--- config.mk ---
export PLATFORM = sky130hd
export DESIGN_NAME = fetch_unit
export DESIGN_NICKNAME = d
export VERILOG_FILES = /design/src/rtl/fetch_unit.sv
export SDC_FILE = /design/constraint.sdc
export NUM_CORES = 1
export LEC_CHECK = 0
export CAP_MARGIN = 10
export CORE_MARGIN = 8
export CORE_UTILIZATION = 37
export DETAILED_ROUTE_END_ITERATION = 8
export PLACE_DENSITY = 0.76
export RECOVER_POWER = 50
export SLEW_MARGIN = 20
export SYNTH_ARGS = -nofsm -noshare
export SYNTH_HDL_FRONTEND = slang
export SYNTH_SLANG_ARGS = --single-unit
--- constraint.sdc ---
create_clock -name clock -period 1.5 [get_ports clock]
set_input_delay 0.15 -clock clock [delete_from_list [all_inputs] [get_ports clock]]
set_output_delay 0.15 -clock clock [all_outputs]
set_load 0.005 [all_outputs]
--- src/rtl/fetch_unit.sv ---
// fetch_unit: instruction fetch stage holding the PC, driving the program ROM and
// presenting each fetched word downstream over a valid/ready handshake.
//   clock, reset          : clock and asynchronous active-high reset
//   run                   : level enable for fetching
//   rom_enable, rom_addr  : ROM read enable and address (= pc)
//   rom_data              : ROM word, updated by the ROM on negedge while enabled
//   instr, instr_pc       : captured instruction and the address it came from
//   instr_valid/ready     : downstream handshake
//   jump_valid, jump_addr : redirect request, honoured only on accept
//   halted                : fetch stopped until reset
module fetch_unit #(
    parameter int ADDR_WIDTH = 3,
    parameter int DATA_WIDTH = 4,
    parameter int PROG_LEN   = 7,
    parameter bit WRAP       = 1
) (
    input  logic                  clock,
    input  logic                  reset,
    input  logic                  run,
    output logic                  rom_enable,
    output logic [ADDR_WIDTH-1:0] rom_addr,
    input  logic [DATA_WIDTH-1:0] rom_data,
    output logic [DATA_WIDTH-1:0] instr,
    output logic [ADDR_WIDTH-1:0] instr_pc,
    output logic                  instr_valid,
    input  logic                  instr_ready,
    input  logic                  jump_valid,
    input  logic [ADDR_WIDTH-1:0] jump_addr,
    output logic                  halted
);
    typedef enum logic [1:0] {IDLE, REQ, ISSUE, HALT} state_t;

    localparam logic [ADDR_WIDTH-1:0] LAST = ADDR_WIDTH'(PROG_LEN - 1);
    // one extra bit so a program filling the whole address space still compares correctly
    localparam logic [ADDR_WIDTH:0]   LEN  = (ADDR_WIDTH + 1)'(PROG_LEN);

    state_t                  state, state_nx, resume;
    logic [ADDR_WIDTH-1:0]   pc, pc_nx;
    logic                    jump_ok;

    assign jump_ok = {1'b0, jump_addr} < LEN;
    assign resume  = run ? REQ : IDLE;

    always_comb begin
        state_nx = state;
        pc_nx    = pc;
        case (state)
            IDLE:  state_nx = resume;
            REQ:   state_nx = ISSUE;
            ISSUE: if (instr_ready) begin
                if (jump_valid) begin
                    pc_nx    = jump_ok ? jump_addr : pc;
                    state_nx = jump_ok ? resume : HALT;
                end else if (pc == LAST) begin
                    pc_nx    = WRAP ? '0 : pc;
                    state_nx = WRAP ? resume : HALT;
                end else begin
                    pc_nx    = pc + ADDR_WIDTH'(1);
                    state_nx = resume;
                end
            end
            default: ;
        endcase
    end

    always_ff @(posedge clock or posedge reset) begin
        if (reset) begin
            state    <= IDLE;
            pc       <= '0;
            instr    <= '0;
            instr_pc <= '0;
        end else begin
            state <= state_nx;
            pc    <= pc_nx;
            if (state == REQ) begin
                instr    <= rom_data;
                instr_pc <= pc;
            end
        end
    end

    assign rom_enable  = state == REQ;
    assign rom_addr    = pc;
    assign instr_valid = state == ISSUE;
    assign halted      = state == HALT;
endmodule

==> impl_metrics.py <==
metrics = {
    "outcome": {
        "status": "finished, final reports clean",
    },
    "placed_design": {
        "hpwlAfterDp_um": 1140,
        "post_dp_cell_area_sq_um": 891,
        "numPortBuffers": 24,
        "gp_congestion": 0.761,
    },
    "job": {
        "drv_cap": 0,
    },
    "critical_path": {
        "critPathMaxStageDelay_ps": 550,
        "critPathMaxFanout": 7,
        "crit_family": "buffers and inverters",
        "critical_path_required_ps": 1350,
        "cp.arrival_ps": 1280,
        "end_kind": "output pin",
        "cp_slowest_cell": "clkdlybuf4s50_1",
        "path_class": "reg2out",
        "worst_setup_path_start_kind": "register",
        "crit_chain": "clkdlybuf4s50_1",
        "cp_num_buf_inv": 1,
    },
    "finish": {
        "antenna_cells": 0,
        "nets": 104,
        "area_growth_pct": 61.6,
        "layout-drive-gt1-share": 0.318,
        "final_cell_area_sq_um": 995,
    },
    "timing": {
        "drv_slew": 0,
        "tns_ps": 0,
        "period_share": 0.950,
        "clock_skew_ps": 0.581,
        "maxSlewHeadroom": 0.717,
        "max_freq_mhz": 701,
        "post-route-min-period_ps": 1430,
        "hold_viol": 0,
        "rsz0062_at_grt": "no",
        "setup_viol": 0,
        "worst_slew_pin_slew_ps": 424,
    },
    "global_route": {
        "antenna_found_initial": 0,
        "grt_pass1_wl_um": 2620,
        "grt_overflow": 0,
        "grt_use_total": 0.0992,
        "grt_pass1_vias": 575,
        "grt_max_degree": 13,
    },
    "cts": {
        "htree_num_levels": 1,
        "clk-insertion-delay-late_ps": 260,
        "path_clk_slew_ps": 70,
        "cts_sinks": 12,
        "clock-root-buffer": "clkbuf_4",
        "cts.path.max_buffers": 2,
        "cts_tree": "yes",
        "cts_buffers": 3,
        "holdBufCountCts": 0,
    },
    "synthesis": {
        "synth_cell_types": 20,
        "syn-cell-area_sq_um": 616,
        "post_synth_mux_area_share": 0.128,
        "synth_xor_area_frac": 0,
        "synthSimpleGateAreaFrac": 0.104,
        "synth-adder-area-share": 0.0610,
        "synth_seq_cells": 12,
        "synth_common_cells": "dfrtp_1 (12), mux2_2 (7), inv_1 (6)",
        "synth_ff_type": "dfrtp_1",
        "synth_top_family_by_area": "compound AO/OA/AOI/OAI gates",
        "syn-num-nets": 70,
        "synth_compound_area_frac": 0.159,
        "seq_area_frac_synth": 0.488,
        "syn_inst": 55,
        "yosysTopAreaCellShare": 0.488,
        "synth_area_leaders": "dfrtp_1 (49%), mux2_2 (13%), ha_1 (6.1%)",
        "synth_most_common_cell": "dfrtp_1",
        "synth_edf_count": 0,
        "ys_async_sr_fraction": 1.00,
        "ys_warn_count": 0,
        "syn_area_per_cell_sq_um": 11.2,
        "synth_top_cell_by_area": "dfrtp_1",
    },
    "power_and_ir_drop": {
        "peakVddDrop_mv": 1.06,
        "powerDensity_nw_per_um2": 1830,
        "p_leak_uw": 0.000428,
    },
    "route": {
        "met2_length_um": 727,
        "drtIter0Drc": 9,
        "postRouteAntennaNets": 0,
        "maxUsedRoutingLayer": "met4",
        "viasPerCell": 5.15,
        "m1WireLength_um": 664,
        "detail_route.first_pass.iterations": 4,
        "wl_met3_um": 127,
        "vias": 536,
        "drc_errors": 0,
        "drt-total-wl_um": 1540,
        "avgRoutedWirePerCell_um": 14.8,
    },
    "die": {
        "dieArea_sq_um": 3230,
        "initial_core_util": 0.399,
        "die_w_um": 56.8,
        "ios": 25,
        "die_y_um": 56.8,
        "rows": 14,
        "core_area_sq_um": 1540,
    },
    "hold_path": {
        "min_path_type": "in2async",
    },
}
where the power goes:
group | total [uW] | switching (uW) | internal (uW)
clock | 247 | 100 | 147
sequential | 629 | 143 | 486
combinational | 949 | 358 | 591
cells in the final DEF (no fill, tap or decap), types with 2 or more instances in the layout:
cell	n
clkdlybuf4s50_1	15
dfrtp_1	11
mux2_2	7
buf_4	7
inv_1	6
dlygate4sd3_1	6
a21oi_1	3
nand2_1	3
clkbuf_4	3
dlygate4sd2_1	3
nor2_1	2
o21ai_0	2
a211oi_1	2
nor3_1	2
o41ai_2	2
ha_4	2
registers in the layout, indices dropped and copies added, names as in the netlist:
name and flops:
instr 4, instr_pc 3, rom_addr 3, state 2
worst paths after layout:
kind                                   from  depth (start not counted)  slack [ps]          end
worst min register to register  instr_pc[2]                          1         500  instr_pc[2]
worst min-delay path                  reset                          2         310     instr[0]
worst max-delay path            rom_addr[2]                          1          70  rom_addr[2]
worst max register to register     state[0]                          5         100  rom_addr[2]
min in group clock              rom_data[3]                          2         490     instr[3]
max in group asynchronous             reset                          2         870     state[0]
per-layer routing:
layer,GRT usage,vias up
li1,-,267
met2,0.157,18
met5,0,-
met3,0.0427,2
met4,0.0403,0
met1,0.114,249
metrics by stage:
stage	std cells	hold WS [ps]	power (uW)	utilization	setup WS [ps]
3_5_place_dp	97	475	1500	0.578	5.54
5_1_grt	104	361	1970	0.645	6.58
2_1_floorplan	55	14.7	1010	-	66.3
3_3_place_gp	97	470	1470	0.578	44.3
6_report	104	310	1830	0.645	74.3
4_1_cts	103	181	1790	0.619	5.92
final cells by class:
cell class	instances	area, sq um
inverter	6	22.5
multi-input combinational	35	325
sequential	12	302
timing repair buffer	31	289
fill	134	547
clock buffer	4	36.3
tap	16	20.0
kinds of logic (layout without fill, tap and decap cells):
kind of cell | after synthesis | in the layout
and+or+nand+nor | 11 | 11
DFF | 12 | 12
AOI/OAI and AO/OA | 14 | 14
muxes | 7 | 7
buffers and inverters | 8 | 41
adders and majority gates | 3 | 3
timing repair:
item	CTS	global route
endpoints found under the setup margin	3	6
gates cloned	0	0
gates resized for setup	6	6
pin swaps	1	1
endpoints found under the hold margin	0	0
setup buffers	2	1
No activity file was read; power rests on OpenSTA's default activity.
